===== src/rtl/fib_pkg.sv =====
// ---------------------------------------------------------------------------
// fib_pkg
// Shared definitions for the FIB forwarder: metadata encodings, the RX and
// TX state encodings, the table entry layout for the default geometry and a
// helper that clamps a configured match length to the prefix length.
// No ports (package).
// ---------------------------------------------------------------------------
package fib_pkg;

    localparam int         META_INTEREST_BIT = 6;
    localparam logic [7:0] META_INTEREST     = 8'h70;
    localparam logic [7:0] META_DATA         = 8'h30;

    // Default geometry of a table entry (8-byte prefix, 4 faces).
    localparam int FIB_PREFIX_BYTES = 8;
    localparam int FIB_FACE_W       = 2;

    typedef enum logic [1:0] {
        R_IDLE,
        R_HDR,
        R_WAIT,
        R_PAY
    } rx_state_t;

    typedef enum logic [2:0] {
        T_IDLE,
        T_LOOK,
        T_META,
        T_PFX,
        T_PAY
    } tx_state_t;

    typedef struct packed {
        logic                          en;
        logic [3:0]                    len;
        logic [8*FIB_PREFIX_BYTES-1:0] prefix;
        logic [FIB_FACE_W-1:0]         face;
    } fib_entry_t;

    // Lengths beyond the prefix width mean "whole prefix".
    function automatic logic [3:0] clamp_len(input logic [3:0] len, input int pb);
        if (int'(len) > pb) begin
            return 4'(pb);
        end
        return len;
    endfunction

endpackage


===== src/rtl/fib_lpm_lookup.sv =====
// ---------------------------------------------------------------------------
// fib_lpm_lookup
// DEPTH-entry forwarding table with a one-cycle longest-prefix match.
// Ports:
//   clk, rst                 clock, synchronous active-high reset
//   cfg_we/idx/en/len/prefix/face   table write port (lands on the clock edge)
//   look_en                  key is presented this cycle
//   key                      prefix to route
//   res_valid                one-cycle pulse, cycle after look_en
//   res_hit                  registered: some entry matched
//   res_face                 registered: chosen face (DEFAULT_FACE on miss)
// ---------------------------------------------------------------------------
module fib_lpm_lookup #(
    parameter int PB           = 8,
    parameter int DEPTH        = 8,
    parameter int FACE_W       = 2,
    parameter int IDX_W        = 3,
    parameter int DEFAULT_FACE = 0
) (
    input  logic              clk,
    input  logic              rst,
    input  logic              cfg_we,
    input  logic [IDX_W-1:0]  cfg_idx,
    input  logic              cfg_en,
    input  logic [3:0]        cfg_len,
    input  logic [8*PB-1:0]   cfg_prefix,
    input  logic [FACE_W-1:0] cfg_face,
    input  logic              look_en,
    input  logic [8*PB-1:0]   key,
    output logic              res_valid,
    output logic              res_hit,
    output logic [FACE_W-1:0] res_face
);
    import fib_pkg::*;

    typedef struct packed {
        logic              en;
        logic [3:0]        len;
        logic [8*PB-1:0]   prefix;
        logic [FACE_W-1:0] face;
    } entry_t;

    // Every entry is compared in parallel, so the table lives in flops.
    entry_t fib_table_reg [DEPTH];

    always_ff @(posedge clk) begin
        if (rst) begin
            for (int i = 0; i < DEPTH; i++) begin
                fib_table_reg[i].en <= 1'b0;
            end
        end else if (cfg_we) begin
            fib_table_reg[cfg_idx] <= '{en:     cfg_en,
                                        len:    clamp_len(cfg_len, PB),
                                        prefix: cfg_prefix,
                                        face:   cfg_face};
        end
    end

    logic [DEPTH-1:0] hit;

    generate
        for (genvar gi = 0; gi < DEPTH; gi++) begin : g_entry
            logic [PB-1:0] byte_ok;
            // gb = 0 is the most significant (first transmitted) byte; bytes
            // beyond the entry length are don't-care.
            for (genvar gb = 0; gb < PB; gb++) begin : g_byte
                assign byte_ok[gb] = (gb >= int'(fib_table_reg[gi].len)) ||
                                     (key[8*(PB-gb)-1 -: 8] ==
                                      fib_table_reg[gi].prefix[8*(PB-gb)-1 -: 8]);
            end
            assign hit[gi] = fib_table_reg[gi].en && (&byte_ok);
        end
    endgenerate

    logic              found;
    logic [3:0]        best_len;
    logic [FACE_W-1:0] best_face;

    // Strictly-greater replaces, so on equal lengths the lowest index stays.
    always_comb begin
        found     = 1'b0;
        best_len  = '0;
        best_face = '0;
        for (int i = 0; i < DEPTH; i++) begin
            if (hit[i] && (!found || (fib_table_reg[i].len > best_len))) begin
                found     = 1'b1;
                best_len  = fib_table_reg[i].len;
                best_face = fib_table_reg[i].face;
            end
        end
    end

    always_ff @(posedge clk) begin
        if (rst) begin
            res_valid <= 1'b0;
            res_hit   <= 1'b0;
            res_face  <= '0;
        end else begin
            res_valid <= look_en;
            if (look_en) begin
                res_hit  <= found;
                res_face <= found ? best_face : FACE_W'(DEFAULT_FACE);
            end
        end
    end

endmodule


===== src/rtl/fib_forwarder.sv =====
// ---------------------------------------------------------------------------
// fib_forwarder
// Byte-serial NDN packet engine between an SPI face and the PIT.
//   RX: meta + prefix bytes -> header to PIT, then payload bytes (data only).
//   TX: PIT request -> longest-prefix lookup -> meta, prefix, payload to SPI.
// Ports:
//   clk, rst                          clock, synchronous active-high reset
//   rx_valid/rx_data                  SPI byte stream in (no backpressure)
//   pit_out_valid/ready/prefix/meta   parsed header to PIT
//   rejected                          PIT drops the rest of the payload
//   rx_pay_valid/rx_pay_data          payload bytes to PIT
//   rx_overflow                       pulse: byte arrived while header held
//   pit_in_valid/ready/prefix/meta    send request from PIT
//   pit_data_valid/ready/pit_data     outgoing payload from PIT
//   tx_valid/ready/tx_data/tx_face    byte stream to SPI and its face
//   fib_miss                          pulse: lookup found no entry
//   cfg_we/idx/en/len/prefix/face     table write port
// Build option: FIB_DEFAULT_ROUTE_EN sends missed packets to DEFAULT_FACE
// instead of dropping them.
// ---------------------------------------------------------------------------
module fib_forwarder #(
    parameter int PREFIX_BYTES = 8,
    parameter int DATA_BYTES   = 32,
    parameter int DEPTH        = 8,
    parameter int NUM_FACES    = 4,
    parameter int DEFAULT_FACE = 0,
    localparam int FACE_W      = (NUM_FACES > 1) ? $clog2(NUM_FACES) : 1,
    localparam int IDX_W       = (DEPTH > 1) ? $clog2(DEPTH) : 1
) (
    input  logic                      clk,
    input  logic                      rst,
    input  logic                      rx_valid,
    input  logic [7:0]                rx_data,
    output logic                      pit_out_valid,
    input  logic                      pit_out_ready,
    output logic [8*PREFIX_BYTES-1:0] pit_out_prefix,
    output logic [7:0]                pit_out_meta,
    input  logic                      rejected,
    output logic                      rx_pay_valid,
    output logic [7:0]                rx_pay_data,
    output logic                      rx_overflow,
    input  logic                      pit_in_valid,
    output logic                      pit_in_ready,
    input  logic [8*PREFIX_BYTES-1:0] pit_in_prefix,
    input  logic [7:0]                pit_in_meta,
    input  logic                      pit_data_valid,
    output logic                      pit_data_ready,
    input  logic [7:0]                pit_data,
    output logic                      tx_valid,
    input  logic                      tx_ready,
    output logic [7:0]                tx_data,
    output logic [FACE_W-1:0]         tx_face,
    output logic                      fib_miss,
    input  logic                      cfg_we,
    input  logic [IDX_W-1:0]          cfg_idx,
    input  logic                      cfg_en,
    input  logic [3:0]                cfg_len,
    input  logic [8*PREFIX_BYTES-1:0] cfg_prefix,
    input  logic [FACE_W-1:0]         cfg_face
);
    import fib_pkg::*;

    localparam int PB    = PREFIX_BYTES;
    localparam int MAXB  = (DATA_BYTES > PB) ? DATA_BYTES : PB;
    localparam int CNT_W = $clog2(MAXB + 1);

    // ---------------- RX path ----------------
    rx_state_t        rx_state_reg, rx_state_next;
    logic [CNT_W-1:0] rx_cnt_reg, rx_cnt_next;
    logic [7:0]       rx_meta_reg, rx_meta_next;
    logic [8*PB-1:0]  rx_prefix_reg, rx_prefix_next;
    logic             rej_reg, rej_next;
    logic             pay_valid_reg, pay_valid_next;
    logic [7:0]       pay_data_reg, pay_data_next;
    logic             overflow_reg, overflow_next;

    always_ff @(posedge clk) begin
        if (rst) begin
            rx_state_reg  <= R_IDLE;
            rx_cnt_reg    <= '0;
            rx_meta_reg   <= '0;
            rx_prefix_reg <= '0;
            rej_reg       <= 1'b0;
            pay_valid_reg <= 1'b0;
            pay_data_reg  <= '0;
            overflow_reg  <= 1'b0;
        end else begin
            rx_state_reg  <= rx_state_next;
            rx_cnt_reg    <= rx_cnt_next;
            rx_meta_reg   <= rx_meta_next;
            rx_prefix_reg <= rx_prefix_next;
            rej_reg       <= rej_next;
            pay_valid_reg <= pay_valid_next;
            pay_data_reg  <= pay_data_next;
            overflow_reg  <= overflow_next;
        end
    end

    always_comb begin
        rx_state_next  = rx_state_reg;
        rx_cnt_next    = rx_cnt_reg;
        rx_meta_next   = rx_meta_reg;
        rx_prefix_next = rx_prefix_reg;
        rej_next       = rej_reg;
        pay_valid_next = 1'b0;
        pay_data_next  = pay_data_reg;
        overflow_next  = 1'b0;
        case (rx_state_reg)
            R_IDLE: begin
                if (rx_valid) begin
                    rx_meta_next  = rx_data;
                    rx_cnt_next   = '0;
                    rx_state_next = R_HDR;
                end
            end
            R_HDR: begin
                if (rx_valid) begin
                    rx_prefix_next = (rx_prefix_reg << 8) | (8*PB)'(rx_data);
                    if (rx_cnt_reg == CNT_W'(PB - 1)) begin
                        rx_state_next = R_WAIT;
                    end else begin
                        rx_cnt_next = rx_cnt_reg + 1'b1;
                    end
                end
            end
            R_WAIT: begin
                if (rx_valid) begin
                    overflow_next = 1'b1;
                end
                if (pit_out_ready) begin
                    if (rx_meta_reg[META_INTEREST_BIT]) begin
                        rx_state_next = R_IDLE;
                    end else begin
                        rx_state_next = R_PAY;
                        rx_cnt_next   = '0;
                        rej_next      = 1'b0;
                    end
                end
            end
            R_PAY: begin
                if (rejected) begin
                    rej_next = 1'b1;
                end
                if (rx_valid) begin
                    // A rejection in the same cycle already drops this byte.
                    pay_valid_next = !(rej_reg || rejected);
                    pay_data_next  = rx_data;
                    if (rx_cnt_reg == CNT_W'(DATA_BYTES - 1)) begin
                        rx_state_next = R_IDLE;
                    end else begin
                        rx_cnt_next = rx_cnt_reg + 1'b1;
                    end
                end
            end
            default: rx_state_next = R_IDLE;
        endcase
    end

    assign pit_out_valid  = (rx_state_reg == R_WAIT);
    assign pit_out_prefix = rx_prefix_reg;
    assign pit_out_meta   = rx_meta_reg;
    assign rx_pay_valid   = pay_valid_reg;
    assign rx_pay_data    = pay_data_reg;
    assign rx_overflow    = overflow_reg;

    // ---------------- TX path ----------------
    tx_state_t        tx_state_reg, tx_state_next;
    logic [CNT_W-1:0] tx_cnt_reg, tx_cnt_next;
    logic [7:0]       tx_meta_reg, tx_meta_next;
    logic [8*PB-1:0]  tx_prefix_reg, tx_prefix_next;
    logic             in_ready_reg, in_ready_next;
    logic             res_valid, res_hit, route_ok;
    logic [FACE_W-1:0] res_face;

    fib_lpm_lookup #(
        .PB           (PB),
        .DEPTH        (DEPTH),
        .FACE_W       (FACE_W),
        .IDX_W        (IDX_W),
        .DEFAULT_FACE (DEFAULT_FACE)
    ) u_lookup (
        .clk        (clk),
        .rst        (rst),
        .cfg_we     (cfg_we),
        .cfg_idx    (cfg_idx),
        .cfg_en     (cfg_en),
        .cfg_len    (cfg_len),
        .cfg_prefix (cfg_prefix),
        .cfg_face   (cfg_face),
        .look_en    (tx_state_reg == T_LOOK),
        .key        (tx_prefix_reg),
        .res_valid  (res_valid),
        .res_hit    (res_hit),
        .res_face   (res_face)
    );

`ifdef FIB_DEFAULT_ROUTE_EN
    assign route_ok = 1'b1;
`else
    assign route_ok = res_hit;
`endif

    always_ff @(posedge clk) begin
        if (rst) begin
            tx_state_reg  <= T_IDLE;
            tx_cnt_reg    <= '0;
            tx_meta_reg   <= '0;
            tx_prefix_reg <= '0;
            in_ready_reg  <= 1'b0;
        end else begin
            tx_state_reg  <= tx_state_next;
            tx_cnt_reg    <= tx_cnt_next;
            tx_meta_reg   <= tx_meta_next;
            tx_prefix_reg <= tx_prefix_next;
            in_ready_reg  <= in_ready_next;
        end
    end

    always_comb begin
        tx_state_next  = tx_state_reg;
        tx_cnt_next    = tx_cnt_reg;
        tx_meta_next   = tx_meta_reg;
        tx_prefix_next = tx_prefix_reg;
        tx_valid       = 1'b0;
        tx_data        = '0;
        pit_data_ready = 1'b0;
        case (tx_state_reg)
            T_IDLE: begin
                if (pit_in_valid && in_ready_reg) begin
                    tx_meta_next   = pit_in_meta;
                    tx_prefix_next = pit_in_prefix;
                    tx_state_next  = T_LOOK;
                end
            end
            T_LOOK: tx_state_next = T_META;
            T_META: begin
                // The lookup result is registered and holds until the next
                // lookup, so it is valid for every cycle spent here.
                if (route_ok) begin
                    tx_valid = 1'b1;
                    tx_data  = tx_meta_reg;
                    if (tx_ready) begin
                        tx_cnt_next   = '0;
                        tx_state_next = T_PFX;
                    end
                end else begin
                    tx_state_next = T_IDLE;
                end
            end
            T_PFX: begin
                tx_valid = 1'b1;
                tx_data  = tx_prefix_reg[8*PB-1 -: 8];
                if (tx_ready) begin
                    tx_prefix_next = tx_prefix_reg << 8;
                    if (tx_cnt_reg == CNT_W'(PB - 1)) begin
                        tx_cnt_next   = '0;
                        tx_state_next = tx_meta_reg[META_INTEREST_BIT] ? T_IDLE : T_PAY;
                    end else begin
                        tx_cnt_next = tx_cnt_reg + 1'b1;
                    end
                end
            end
            T_PAY: begin
                tx_valid       = pit_data_valid;
                tx_data        = pit_data;
                pit_data_ready = tx_ready;
                if (pit_data_valid && tx_ready) begin
                    if (tx_cnt_reg == CNT_W'(DATA_BYTES - 1)) begin
                        tx_state_next = T_IDLE;
                    end else begin
                        tx_cnt_next = tx_cnt_reg + 1'b1;
                    end
                end
            end
            default: tx_state_next = T_IDLE;
        endcase
        // Registered so that ready is low throughout reset.
        in_ready_next = (tx_state_next == T_IDLE);
    end

    assign pit_in_ready = in_ready_reg;
    assign tx_face      = res_face;
    assign fib_miss     = res_valid && !res_hit;

endmodule


===== config.mk =====
export PLATFORM = sky130hd
export DESIGN_NAME = fib_forwarder
export DESIGN_NICKNAME = d
export VERILOG_FILES = /design/src/rtl/fib_pkg.sv /design/src/rtl/fib_lpm_lookup.sv /design/src/rtl/fib_forwarder.sv
export SDC_FILE = /design/constraint.sdc
export NUM_CORES = 1
export LEC_CHECK = 0
export CAP_MARGIN = 20
export CORE_MARGIN = 10
export CORE_UTILIZATION = 35
export CTS_BUF_LIST = sky130_fd_sc_hd__clkbuf_4 sky130_fd_sc_hd__clkbuf_8 sky130_fd_sc_hd__clkbuf_16
export CTS_CLUSTER_DIAMETER = 120
export CTS_CLUSTER_SIZE = 8
export DETAILED_ROUTE_END_ITERATION = 10
export GPL_TIMING_DRIVEN = 0
export PLACE_DENSITY_LB_ADDON = 0.3
export SLEW_MARGIN = 20
export SYNTH_ARGS = -nofsm -noshare
export SYNTH_HDL_FRONTEND = slang
export SYNTH_SLANG_ARGS = --single-unit

===== constraint.sdc =====
create_clock -name clk -period 13.1 [get_ports clk]
set_clock_uncertainty 0.05 [all_clocks]
set_input_delay 2.62 -clock clk [delete_from_list [all_inputs] [get_ports clk]]
set_output_delay 2.62 -clock clk [all_outputs]
set_load 0.05 [all_outputs]

==> metrics.md <==
| Metric | Value |
|---|---|
| Outcome | finished, final reports clean |
| Distinct cells, synth | 89 |
| Nets@finish | between 3,000 and 4,000 |
| Synth-to-layout area growth | 27.0% |
| Share of post-route cells with drive strength above 1 | 13.2% |
| Adder-Cell Fraction of Synth Area | ~1.2% |
| Top FF cell, synth | edfxtp_1 |
| Final setup vio count | 0 |
| Grt peak-use layer | met2 |
| Final Hold Fails | 0 |
| Num CTS Buffers | about 100 |
| Root buf cell | clkbuf_16 |
| Arrival @ worst endpoint | 13.09 ns |
| Min cycle time layout | 12.54 ns |
| Share of the synthesized area in the top cell type | 53.1% |
| Post-synth top area cell | edfxtp_1 |
| Yosys Warn Count | 0 |
| Met3 layer usage reported by global route | around 4.5% |
| Synth Area in Compound Gates | under 10% |
| Syn Area/Cell | around 13 µm² |
| CTS tree | built |
| Total grt overflow | 0 |
| Register area share after synthesis | 64.1% |
| Router iterations before antenna repair | 5 |
| Core ar. | slightly above 90,000 µm² |
| Vias in the first global route | ~21,000 |
| GR Layer Usage met2 | between 30 and 40% |
| Critical Setup Path Class | flip-flop to flip-flop |
| Post-Synthesis Cells | roughly 2,500 |
| Post-synthesis net count | between 2,000 and 3,000 |
| Final core utilization | about 45% |
| Die X | about 320 µm |
| Die height | around 320 µm |
| Gp weighted congestion | between 0.8 and 0.9 |
| Initial core utilization | between 30% and 40% |
| DR vias | 21,637 |
| Layout fillers | roughly 8,300 |
| Min-delay worst type | flip-flop to flip-flop |
| Total GRT Usage | 18.6% |
| Largest net degree at the start of global routing | 25 |
| Crit share post-route | between 90% and 100% |
| Rel. slew slack | between 20% and 30% |
| Slowest cell on crit path | nor4_4 |
| Largest family of logic cells by synthesized area | XOR/XNOR gates |
| Fin. max-slew vios | 0 |
| Post-CTS Hold Fix Bufs | 0 |
| Final Power | ~5.8 mW |
| Clk pin slew, worst setup/hold paths | approximately 0.05 ns |
| Mapped cell area | around 32,000 µm² |
| EDFF count, synth | around 570 |
| WL final | around 100,000 µm |
| Worst-margin pin slew | about 1.1 ns |
| Clock sinks | ~750 |
| Non-filler cells, final | 4,229 |
| Ys async rst share | 0% |
| Post-Synth XOR/XNOR Area | around 14% |
| Mux cell area share after synthesis | less than 1% |
| Post-Place Cells | 4,015 |
| Iteration-0 DRC Markers | roughly 1,900 |
| DP Worst Slack | -1.01 ns |
| H-tree depth | 3 |
| Top area cells in the synthesized netlist | edfxtp_1, dfxtp_1, xor2_1 |
| Antenna-violating nets left | 0 |
| TNS Setup | 0 ns |
| Crit-path max FO | 10 |
| Initial antenna violation count | 10 |
| Worst-case clock buffer depth | 3 |
| Post-synthesis simple-gate area fraction | between 10% and 20% |
| # Max-Cap Violations | 0 |
| Via/cell ratio | just over 5 |
| Most frequent cells in the layout | edfxtp_1, nand2_1, xor2_1 |
| Setup crit end kind | flip-flop |
| Crit start category | flip-flop |
| Latest clock arrival within the worst-skew pair | 0.68 ns |
| Number of port buffers | ~270 |
| Synth Register Bits | 745 |
| Commonest non-fill, non-tap cell in the layout | edfxtp_1 |
| PwrDens | roughly 140 nW/µm² |
| DRC viols | 0 |
| Die area | about 100,000 µm² |
| # IOs | between 200 and 300 |
| Max reg flops | between 500 and 600 |
| Post-DP HPWL | 72,400 µm |
| Drt wl/cell | 23.6 µm |
| CP required | 13.65 ns |
| GR met1 Demand/Resource | roughly a quarter |
| Leak | 13.9 nW |
| Final setup margin | ~0.56 ns |
| Row count | around 110 |
| Worst VDD drop | 107 µV |
| Largest stage delay on the critical path | around 0.4 ns |
| First-pass GRT wire length | roughly 140,000 µm |
| Fmax | 79.7 MHz |
-- area by class of cell --
type / count / area, µm² / area share (%)
Sequential cell: 745 / 20600 / 50.5
Multi-Input combinational cell: 1619 / 11100 / 27.2
Buffer: 137 / 749 / 1.84
Clock buffer: 179 / 3150 / 7.71
Clock inverter: 8 / 153 / 0.374
Antenna cell: 5 / 12.5 / 0.0306
Tap cell: 1186 / 1480 / 3.63
Inverter: 22 / 82.6 / 0.202
Timing Repair Buffer: 328 / 3500 / 8.57
-- timing repair --
item | CTS | global route
buffers inserted | 3 | 19
resized for setup | 32 | 44
setup endpoints to repair | 2 | 2
pin swaps | 5 | 12
-- cell usage after synthesis (all sizes together), types with 12 or more instances --
library cell,number
nand2b,13
o22ai,12
a21oi,119
nand4,71
buf,68
dfxtp,177
nor3,22
edfxtp,568
a22oi,21
nor2b,13
xor2,269
nand3,15
o21ai,32
nor2,126
inv,22
ha,30
xnor2,249
nand2,339
a311oi,57
clkbuf,68
and2,15
nor4,79
-- stage by stage --
step	instance area, µm²	hold slack [ns]
2_1_floorplan	32100	0.348
6_report	40800	0.383
3_5_place_dp	37000	0.362
5_1_grt	40800	0.406
3_3_place_gp	36300	0.372
4_1_cts	40500	0.367
-- cells by family after synthesis --
| kind of cell | after synthesis |
|---|---|
| adder cells (fa/ha/maj) | 30 |
| multiplexers | 10 |
| AND/OR/NAND/NOR | 731 |
| buffers and inverters | 159 |
| flip-flops | 745 |
| AO/OA/AOI/OAI | 330 |
| XOR/XNOR | 518 |
-- layer usage --
metal  wire length [µm]  vias up
met5                 54        -
met4               2670       10
met3               7620      157
met1              41600    10745
li1                   -     9997
met2              48000      728
-- critical path, delay by kind of cell (launching register included) --
kind | cells | cell delay [ns]
AOI/OAI and AO/OA | 38 | 6.26
and+or+nand+nor | 23 | 2.84
adders and majority gates | 7 | 2.15
buffers and inverters | 4 | 0.61
DFF | 1 | 0.30
xor gates and xnor gates | 1 | 0.19
-- power by group --
part / switching (mW) / leakage [nW] / internal, mW
registers: 0.0245 / 6.55 / 2.60
clock network: 1.02 / 1.68 / 1.63
logic: 0.292 / 5.72 / 0.188
-- path summary, 6_finish.rpt --
kind	start	cells past startpoint	to	slack, ns
max reg2reg	tx_prefix_reg[57]	73	u_lookup.res_face[1]	0.56
min	rej_reg	1	rx_pay_valid	0.38
max	tx_prefix_reg[57]	73	u_lookup.res_face[1]	0.56
min reg2reg	rej_reg	1	rx_pay_valid	0.38
Power figures use the tool's default switching activity.
